--- src/rtl/mos6502s_stack_engine_pkg.sv ---
// mos6502s stack engine shared types and defaults.
// Imported by the stack engine and its sp register.
package mos6502s_pkg;

  typedef enum logic [1:0] {
    IDLE,
    XFER,
    DONE
  } stack_state_t;

  localparam logic OP_PUSH = 1'b0;
  localparam logic OP_PULL = 1'b1;

  localparam int unsigned DEF_STACK_PAGE = 1;
  localparam int unsigned DEF_RESET_SP   = 'hFD;

  function automatic logic [7:0] byte_sel(
    input logic [23:0] d,
    input logic [1:0]  i
  );
    logic [7:0] b;
    b = '0;
    unique case (i)
      2'd0:    b = d[7:0];
      2'd1:    b = d[15:8];
      2'd2:    b = d[23:16];
      default: b = '0;
    endcase
    return b;
  endfunction

endpackage

--- src/rtl/mos6502s_stack_engine_if.sv ---
// Memory-side req/ack bus of the stack engine.
// master = engine, slave = memory arbiter.
interface mos6502s_stack_engine_if #(
  parameter int ADDR_WIDTH = 16
);
  logic                  mem_req;
  logic                  mem_we;
  logic [ADDR_WIDTH-1:0] mem_addr;
  logic [7:0]            mem_wdata;
  logic                  mem_ack;
  logic [7:0]            mem_rdata;

  modport master (
    output mem_req,
    output mem_we,
    output mem_addr,
    output mem_wdata,
    input  mem_ack,
    input  mem_rdata
  );

  modport slave (
    input  mem_req,
    input  mem_we,
    input  mem_addr,
    input  mem_wdata,
    output mem_ack,
    output mem_rdata
  );
endinterface

--- src/rtl/mos6502s_stack_engine_sp_reg.sv ---
// Stack pointer register: load/dec/inc mux, sticky wrap flag
// and page-prefixed stack addresses.
module mos6502s_sp_reg
  import mos6502s_pkg::*;
#(
  parameter int          SP_WIDTH   = 8,
  parameter int          ADDR_WIDTH = 16,
  parameter int unsigned STACK_PAGE = DEF_STACK_PAGE,
  parameter int unsigned RESET_SP   = DEF_RESET_SP
) (
  input  logic                  clk,
  input  logic                  rst,
  input  logic                  load,
  input  logic [SP_WIDTH-1:0]   data_in,
  input  logic                  inc,
  input  logic                  dec,
  output logic [SP_WIDTH-1:0]   sp,
  output logic                  wrap,
  output logic [ADDR_WIDTH-1:0] addr,
  output logic [ADDR_WIDTH-1:0] addr_plus1
);
  localparam int PW = ADDR_WIDTH - SP_WIDTH;
  localparam logic [PW-1:0] PAGE = PW'(STACK_PAGE);
  localparam logic [SP_WIDTH-1:0] SP_RST = SP_WIDTH'(RESET_SP);
  localparam logic [SP_WIDTH-1:0] ONE = SP_WIDTH'(1);

  logic [SP_WIDTH-1:0] sp_q, sp_d;
  logic                wrap_q, wrap_d;

  always_ff @(posedge clk or posedge rst) begin
    if (rst) begin
      sp_q   <= SP_RST;
      wrap_q <= 1'b0;
    end else begin
      sp_q   <= sp_d;
      wrap_q <= wrap_d;
    end
  end

  // load beats dec beats inc; a load also clears wrap
  always_comb begin
    sp_d   = sp_q;
    wrap_d = wrap_q;
    priority case (1'b1)
      load: begin
        sp_d   = data_in;
        wrap_d = 1'b0;
      end
      dec: begin
        sp_d = sp_q - ONE;
        if (sp_q == '0) wrap_d = 1'b1;
      end
      inc: begin
        sp_d = sp_q + ONE;
        if (&sp_q) wrap_d = 1'b1;
      end
      default: ;
    endcase
  end

  assign sp         = sp_q;
  assign wrap       = wrap_q;
  assign addr       = {PAGE, sp_q};
  assign addr_plus1 = {PAGE, sp_q + ONE};

endmodule

--- src/rtl/mos6502s_stack_engine.sv ---
// Stack engine: sequences 0-3 byte pushes/pulls over the
// req/ack bus and owns the stack pointer.
module mos6502s_stack_engine
  import mos6502s_pkg::*;
#(
  parameter int          SP_WIDTH   = 8,
  parameter int          ADDR_WIDTH = 16,
  parameter int unsigned STACK_PAGE = DEF_STACK_PAGE,
  parameter int unsigned RESET_SP   = DEF_RESET_SP
) (
  input  logic                  clk,
  input  logic                  rst,
  input  logic                  load,
  input  logic [SP_WIDTH-1:0]   data_in,
  input  logic                  inc,
  input  logic                  dec,
  input  logic                  start,
  input  logic                  op,
  input  logic [1:0]            count,
  input  logic [23:0]           push_data,
  mos6502s_stack_engine_if.master mem,
  output logic [23:0]           pull_data,
  output logic                  busy,
  output logic                  done,
  output logic [SP_WIDTH-1:0]   sp,
  output logic [ADDR_WIDTH-1:0] addr,
  output logic [ADDR_WIDTH-1:0] addr_plus1,
  output logic                  wrap
);
  stack_state_t state_q, state_d;
  logic         op_q;
  logic [1:0]   cnt_q, rem_q;
  logic [23:0]  pd_q, pull_q, pull_nx;
  logic [1:0]   pull_idx;
  logic         idle, req, ack, is_push;
  logic         sp_load, sp_inc, sp_dec;

  assign idle    = (state_q == IDLE);
  assign req     = (state_q == XFER);
  assign ack     = req && mem.mem_ack;
  assign is_push = (op_q == OP_PUSH);

  always_ff @(posedge clk or posedge rst) begin
    if (rst) begin
      state_q <= IDLE;
      op_q    <= OP_PUSH;
      cnt_q   <= '0;
      rem_q   <= '0;
      pd_q    <= '0;
      pull_q  <= '0;
    end else begin
      state_q <= state_d;
      if (idle && start) begin
        op_q   <= op;
        cnt_q  <= count;
        rem_q  <= count;
        pd_q   <= push_data;
        pull_q <= '0;
      end else if (ack) begin
        rem_q <= rem_q - 2'd1;
        if (!is_push) pull_q <= pull_nx;
      end
    end
  end

  always_comb begin
    state_d = state_q;
    unique case (state_q)
      IDLE: begin
        if (start) state_d = (count == 2'd0) ? DONE : XFER;
      end
      XFER: begin
        if (mem.mem_ack && rem_q == 2'd1) state_d = DONE;
      end
      DONE:    state_d = IDLE;
      default: state_d = IDLE;
    endcase
  end

  // pulls fill pull_data from byte 0 upwards
  assign pull_idx = cnt_q - rem_q;

  always_comb begin
    pull_nx = pull_q;
    unique case (pull_idx)
      2'd0:    pull_nx[7:0]   = mem.mem_rdata;
      2'd1:    pull_nx[15:8]  = mem.mem_rdata;
      2'd2:    pull_nx[23:16] = mem.mem_rdata;
      default: ;
    endcase
  end

  assign sp_load = idle && load;
  assign sp_dec  = (idle && dec) || (ack && is_push);
  assign sp_inc  = (idle && inc) || (ack && !is_push);

  mos6502s_sp_reg #(
    .SP_WIDTH   (SP_WIDTH),
    .ADDR_WIDTH (ADDR_WIDTH),
    .STACK_PAGE (STACK_PAGE),
    .RESET_SP   (RESET_SP)
  ) u_sp (
    .clk        (clk),
    .rst        (rst),
    .load       (sp_load),
    .data_in    (data_in),
    .inc        (sp_inc),
    .dec        (sp_dec),
    .sp         (sp),
    .wrap       (wrap),
    .addr       (addr),
    .addr_plus1 (addr_plus1)
  );

  // bus fields only change on ack, so they hold across wait states
  assign mem.mem_req   = req;
  assign mem.mem_we    = req && is_push;
  assign mem.mem_addr  = !req ? '0 :
                         is_push ? addr : addr_plus1;
  assign mem.mem_wdata = (req && is_push) ?
                         byte_sel(pd_q, rem_q - 2'd1) : 8'h00;

  assign pull_data = pull_q;
  assign busy      = req;
  assign done      = (state_q == DONE);

endmodule

--- src/flat_wrapper.sv ---
// flat-port wrapper written by rule: the top's interface ports become plain ports
module mos6502s_stack_engine_flat import mos6502s_pkg::*;
#(
  parameter int          SP_WIDTH   = 8,
  parameter int          ADDR_WIDTH = 16,
  parameter int unsigned STACK_PAGE = DEF_STACK_PAGE,
  parameter int unsigned RESET_SP   = DEF_RESET_SP
)
  (clk, rst, load, data_in, inc, dec, start, op, count, push_data, pull_data, busy, done, sp, addr, addr_plus1, wrap, mem_mem_req, mem_mem_we, mem_mem_addr, mem_mem_wdata, mem_mem_ack, mem_mem_rdata);
  mos6502s_stack_engine_if #(.ADDR_WIDTH(ADDR_WIDTH)) mem_i ();
  input  logic clk;
  input  logic rst;
  input  logic load;
  input  logic [SP_WIDTH-1:0] data_in;
  input  logic inc;
  input  logic dec;
  input  logic start;
  input  logic op;
  input  logic [1:0] count;
  input  logic [23:0] push_data;
  output logic [23:0] pull_data;
  output logic busy;
  output logic done;
  output logic [SP_WIDTH-1:0] sp;
  output logic [ADDR_WIDTH-1:0] addr;
  output logic [ADDR_WIDTH-1:0] addr_plus1;
  output logic wrap;
  output wire logic [$bits(mem_i.mem_req)-1:0] mem_mem_req;
  output wire logic [$bits(mem_i.mem_we)-1:0] mem_mem_we;
  output wire logic [$bits(mem_i.mem_addr)-1:0] mem_mem_addr;
  output wire logic [$bits(mem_i.mem_wdata)-1:0] mem_mem_wdata;
  input wire logic [$bits(mem_i.mem_ack)-1:0] mem_mem_ack;
  input wire logic [$bits(mem_i.mem_rdata)-1:0] mem_mem_rdata;
  assign mem_mem_req = mem_i.mem_req;
  assign mem_mem_we = mem_i.mem_we;
  assign mem_mem_addr = mem_i.mem_addr;
  assign mem_mem_wdata = mem_i.mem_wdata;
  assign mem_i.mem_ack = mem_mem_ack;
  assign mem_i.mem_rdata = mem_mem_rdata;
  mos6502s_stack_engine #(.SP_WIDTH(SP_WIDTH), .ADDR_WIDTH(ADDR_WIDTH), .STACK_PAGE(STACK_PAGE), .RESET_SP(RESET_SP)) u_core (.clk(clk), .rst(rst), .load(load), .data_in(data_in), .inc(inc), .dec(dec), .start(start), .op(op), .count(count), .push_data(push_data), .mem(mem_i), .pull_data(pull_data), .busy(busy), .done(done), .sp(sp), .addr(addr), .addr_plus1(addr_plus1), .wrap(wrap));
endmodule
--- config.mk ---
export PLATFORM = sky130hd
export DESIGN_NAME = mos6502s_stack_engine_flat
export DESIGN_NICKNAME = d
export VERILOG_FILES = /design/src/rtl/mos6502s_stack_engine_pkg.sv /design/src/rtl/mos6502s_stack_engine_if.sv /design/src/rtl/mos6502s_stack_engine_sp_reg.sv /design/src/rtl/mos6502s_stack_engine.sv /design/src/flat_wrapper.sv
export SDC_FILE = /design/constraint.sdc
export NUM_CORES = 1
export LEC_CHECK = 0
export ABC_CLOCK_PERIOD_IN_PS = 2500
export BUFFER_PORTS_ARGS = -buffer_cell sky130_fd_sc_hd__buf_4
export CORE_UTILIZATION = 32
export CTS_CLUSTER_SIZE = 16
export DETAILED_ROUTE_END_ITERATION = 10
export SETUP_SLACK_MARGIN = 0.4
export SYNTH_ARGS = -nofsm -noshare
export SYNTH_HDL_FRONTEND = slang
export SYNTH_SLANG_ARGS = --single-unit
--- constraint.sdc ---
create_clock -name clk -period 2.5 [get_ports clk]
set_clock_uncertainty 0.05 [all_clocks]
set_input_delay 0 -clock clk [delete_from_list [all_inputs] [get_ports clk]]
set_output_delay 0 -clock clk [all_outputs]
set_load 0.005 [all_outputs]
## Yosys cells after proc, flatten, opt, wreduce, memory -nomap -nowiden

Cells that the tools add are included.

| storage, ports and cells | value |
|---|---|
| register bits | 64 |
| input port bits | 50 |

| cells by class | value |
|---|---|
| add/subtract/negate cells | 4 |
| equality and inequality tests | 10 |
| mux-type cells | 24 |
| bitwise logic cells | 1 |
| reduce and logical (&&, ||, !) cells | 29 |

Operator list:

| operator | number |
|---|---|
| 24-bit 2-to-1 mux | 3 |
| 8-bit 2-to-1 mux | 8 |
| 8-bit one-hot mux with 3 select lines | 1 |
| 16-bit 2-to-1 mux | 1 |
| 3-bit AND reduction | 4 |
| 2-bit 2-to-1 mux | 5 |
| 2-bit nonzero test | 5 |
| 1-bit logical AND | 9 |
| 8-bit by 1-bit adder with 8-bit output (second input constant) | 1 |
| 2-bit by 1-bit == test with 1-bit output (second input constant) | 4 |
| 2-bit logical NOT | 4 |
| 8-bit logical NOT | 1 |
| 8-bit AND reduction | 1 |
| 8-bit by 1-bit subtractor with 8-bit output (second input constant) | 1 |
| 2-bit == test (second input constant) | 3 |
| 3-bit nonzero test | 2 |
| 1-bit 2-to-1 mux | 5 |
| 2-bit inequality test (second input constant) | 2 |
| 2-bit one-hot mux with 2 select lines | 1 |
| 3-bit by 2-bit inequality test with 1-bit output (second input constant) | 1 |
| 1-bit logical OR | 2 |
| 2-bit AND reduction | 1 |
| 2-bit by 1-bit subtractor with 2-bit output (second input constant) | 1 |
| 2-bit subtractor | 1 |
| 1-bit NOT | 1 |

## Depth between registers and ports, before layout

| depth | value |
|---|---|
| depth after elaboration | 7 |
| gate-level depth with buffers | 8 |
| depth with buffers taken out | 7 |

## Cells and area by module

Synthesis repeated with hierarchy kept, for this count alone.

| unflattened totals | value |
|---|---|
| cells, all modules | 454 |
| area total of the unflattened synthesis | 3,891.2 um2 |

By module, submodules not included:

| module | instances | cells each | area each (um2) | seq. area each (um2) |
|---|---|---|---|---|
| mos6502s_stack_engine | 1 | 327 | 2,905.3 | 1,376.3 |
| mos6502s_sp_reg | 1 | 127 | 985.9 | 234.0 |

## Worst setup path before layout

Ideal clock, no wire load.

| path | value |
|---|---|
| path kind | register to register |
| start point | register u_core.u_sp.sp_q[2], in the netlist u_core.u_sp.sp[2] |
| end point | register u_core.u_sp.sp_q[6], in the netlist u_core.u_sp.sp[6] |
| arrival | 1.649 ns |
| setup slack | 0.718 ns |
| stages on the path, launching flop included | 7 |
| buffers on the path | 1 |
| period minus slack after synthesis | 1.782 ns |
| path through | dfstp_2 buf_2 and3_1 and3_1 mux2i_1 mux2i_1 a221o_1 |

| between the ends | value |
|---|---|
| word-level cells in the longest chain between the ends | 4 |

Ends and longest elaborated chain:

| element | line | text |
|---|---|---|
| from (decl) | mos6502s_stack_engine_sp_reg.sv:27 | `logic [SP_WIDTH-1:0] sp_q, sp_d;` |
| from (signal assigned) | mos6502s_stack_engine_sp_reg.sv:35 | `sp_q <= sp_d;` |
| 8-bit by 1-bit adder with 8-bit output | mos6502s_stack_engine_sp_reg.sv:54 | `sp_d = sp_q + ONE;` |
| 8-bit 2-to-1 mux | mos6502s_stack_engine_sp_reg.sv:44 | `priority case (1'b1)` |
| 8-bit 2-to-1 mux (*) (2 in series) | mos6502s_stack_engine_sp_reg.sv:44 |  |

Mark *: on every way between the ends. The rest lies on a longest branch, timed or not. The select of a mux whose other input is x is not followed.
A chain may end at the register's enable or synchronous reset.

## Final worst setup path

| path | value |
|---|---|
| start point | register u_core.u_sp.sp_q[0], in the netlist u_core.u_sp.sp[0] |
| end point | output port mem_mem_addr[6] |

| between the ends | value |
|---|---|
| word-level cells in the longest chain between the ends | 3 |

Ends and longest elaborated chain:

| element | line | text |
|---|---|---|
| 8-bit by 1-bit adder with 8-bit output | mos6502s_stack_engine_sp_reg.sv:64 | `assign addr_plus1 = {PAGE, sp_q + ONE};` |
| 8-bit 2-to-1 mux | mos6502s_stack_engine.sv:119 | `is_push ? addr : addr_plus1;` |
| 16-bit 2-to-1 mux | mos6502s_stack_engine.sv:118 | `assign mem.mem_addr = !req ? '0 :` |
| to (decl) | flat_wrapper.sv:30 | `output wire logic [$bits(mem_i.mem_addr)-1:0] mem_mem_addr;` |

No other way between the ends.

==> summary.md <==
| Metric | Value |
|---|---|
| CTS root buf | `clkbuf_16` |
| Hold Path Depth | `3` |
| Core area | `11,030 µm²` |
| DR vias/cell | `4.706` |
| TritonRoute pass-1 iters | `7` |
| Final Max Tran Viols | `0` |
| Synth area leader | `dfrtp_1` |
| Hold crit path type | `in -> reg` |
| Clk slew on worst S/H paths | `60 ps` |
| Placed insts | `637` |
| Reg area | `1612 µm²` |
| Critical Path Start | `u_core.u_sp.sp[0]` |
| Slew headroom | `55.16%` |
| DR top layer | `met4` |
| Seq/Total Area, Yosys | `43.61%` |
| Yosys warnings | `0` |
| Gate Count Post-Synth | `410` |
| H-tree levels | `3` |
| Count leader, synth | `nand2_1` |
| Row Count | `38` |
| Slowest stage delay, CP | `570 ps` |
| Synth Area in Adders | `2.711%` |
| Initial antenna violation count | `0` |
| RSZ-0062 raised after global routing | `false` |
| Worst EP required | `2450 ps` |
| Avg Cell Area, Syn | `9.006 µm²` |
| Via Count | `3,318` |
| Top cells by count, synth | `nand2_1 (93), dfrtp_1 (57), nor2_1 (47)` |
| Share of flip-flops with an asynchronous set or reset | `100.0%` |
| Multiplexer share of the synthesized area | `8.438%` |
| Met1 WL | `4.497 mm` |
| IO Pins | `143` |
| Total CTS buffers | `9` |
| Largest family of logic cells by synthesized area | `simple AND/OR/NAND/NOR gates` |
| Clock latency on the worst-skew pair | `330 ps` |
| Ys flop type | `dfrtp_1` |
| Metal3 WL | `550 µm` |
| Final min period | `2050 ps` |
| FMAX | `487.9 MHz` |
| Routed wire length | `9.901 mm` |
| WS Path Type | `reg -> out` |
| N_diodes | `0` |
| Power Total | `5.953 mW` |
| Worst-path maximum fanout | `4` |
| CP endpoint kind | `primary output` |
| Slowest cell on crit path | `dfstp_2` |
| Clock Tree Buf Depth | `2` |
| Synth Area in Simple Gates | `20.91%` |
| RD Place Congestion | `0.8458` |
| Min-Delay Startpoint | `load` |
| Nets | `618` |
| Synth Area in Compound Gates | `9.082%` |
| R2R cell count | `6` |
| Vias in the first global route | `3,207` |
| Yosys reg bits | `64` |
| Final instance area | `5335 µm²` |
| Initial Util | `33.47%` |
| Fillcell total | `1,061` |
| Mapped cell area | `3692 µm²` |
| CTS sink cnt | `64` |
| End of the worst register-to-register path | `u_core.pull_data[18]` |
| Die Y-Extent | `109.4 µm` |
| Die Area | `11,970 µm²` |
| WP data arrival | `2000 ps` |
| PwrDens | `1116 nW/µm²` |
| P&R area growth vs syn | `44.49%` |
| Endpoints failing setup | `0` |
| Leakage power | `2.768 nW` |
| Largest net degree at the start of global routing | `40` |
| Die W | `109.4 µm` |
| Area occupied by multi-input gates | `1760 µm²` |
| Final Hold Viols | `0` |
| Crit-path cells | `ha_2, and3_2, and3_4, nand2_1, xor2_1, nor2_1, buf_4` |
| Setup TNS | `0 ps` |
| Met2 routed wirelength | `4.689 mm` |
| Synth area leaders | `dfrtp_1 (39%), nand2_1 (9.5%), mux2i_1 (8.1%), buf_4 (6.9%), dfstp_2 (5.0%)` |
| Final HPWL DP | `6.710 mm` |
| First-pass GRT wire length | `15.57 mm` |
| Post-Synth XOR/XNOR Area | `3.795%` |
| Worst-Margin Slew | `671.6 ps` |
| Post-synth top area share | `38.63%` |
| CTS tree | `yes` |
| DR iter-0 viols | `202` |
| EDFF count, synth | `0` |
| Distinct cells, synth | `52` |
| R2r setup slk | `590 ps` |
| Drt drc | `0` |
| Hold Path End | `u_core.u_sp.wrap` |
| CP startpoint kind | `register` |
| Status | `finished clean` |
| Reg2reg start | `u_core.rem_q[0]` |
| Final hold slack | `86.50 ps` |
| Max IR drop VDD | `0.5842 mV` |
| Layout cell share with drive strength beyond 1 | `30.80%` |
| Period Utilization, post-route | `81.99%` |
| Placed Area | `4543 µm²` |
| DR WL/cell | `14.04 µm` |
| ANT nets after route | `0` |
| GRT Residual Overflow | `0` |
| Max_cap viols | `0` |
| PortBufs | `119` |
| Global-route usage over all layers | `16.79%` |
| Layout Cells excl Fill | `705` |
worst max path at each step:
stage / endpoint / slack (ps) / cells past startpoint
after floorplan: u_core.u_sp.sp[6] / 720 / 6
after global placement: u_core.u_sp.sp[6] / 570 / 6
after detailed placement: u_core.u_sp.sp[6] / 490 / 6
after CTS: mem_mem_wdata[4] / 430 / 5
after global routing: mem_mem_addr[6] / 390 / 7
final: mem_mem_addr[6] / 450 / 7
what timing repair did:
item                                    CTS  global route
hold buffers                             45             0
buffers inserted                          2             5
endpoints found under the setup margin    1            20
gates cloned                              0             0
hold endpoints to repair                 93             0
pin swaps                                 0             1
gates resized for setup                   2             4
cells in the final DEF (no fill, tap or decap), types with 6 or more instances in the layout:
master and count:
a21oi_1 6, a222oi_1 8, buf_4 134, clkbuf_16 9
conb_1 23, dfrtp_1 56, dfstp_2 7, dlygate4sd3_1 45
ha_1 7, inv_1 8, mux2i_1 30, nand2_1 93
nor2_1 47, xor2_1 11
registers in the layout, indices dropped and copies added, names as in the netlist:
name,flops
u_core.state_q,2
u_core.rem_q,2
u_core.pd_q,24
u_core.u_sp.wrap,1
u_core.op_q,1
u_core.cnt_q,2
u_core.u_sp.sp,8
u_core.pull_data,24
per-stage QoR:
step	setup slack, ps	util [%]
after floorplan	717.5	-
after global placement	572.6	41.19
after detailed placement	494.4	41.19
after CTS	425.3	47.95
after global routing	389.4	48.37
final	450.3	48.37
layout make-up:
type	instances	area share [%]
Clock buffer	9	4.221
Clock inverter	7	0.9146
Timing Repair Buffer	180	27.67
Multi-Input combinational cell	295	33.00
Tap cell	140	3.283
Inverter	10	0.7036
Sequential cell	64	30.21
kinds of logic after synthesis:
kind of cell,count (synthesis)
other cells,2
xor+xnor,16
flops,64
fa+ha+maj,8
mux,31
compound gates,42
simple gates,175
buf+inv,72
where the power goes:
group | internal (mW) | switching (mW)
logic | 1.48 | 1.39
registers | 1.50 | 0.421
clock network | 0.670 | 0.490
per-layer routing:
layer | up-vias | GRT usage [%]
li1 | 1612 | -
met1 | 1570 | 21.73
met2 | 121 | 28.21
met3 | 15 | 3.142
met4 | 0 | 5.429
met5 | - | 0
critical path, delay by kind of cell (launching register included):
family,cells,cell delay (ps)
XOR/XNOR,1,140
adder cells (fa/ha/maj),1,220
buffers and inverters,1,110
flip-flops,1,570
AND/OR/NAND/NOR,4,630
(Power assumes the default switching activity.)
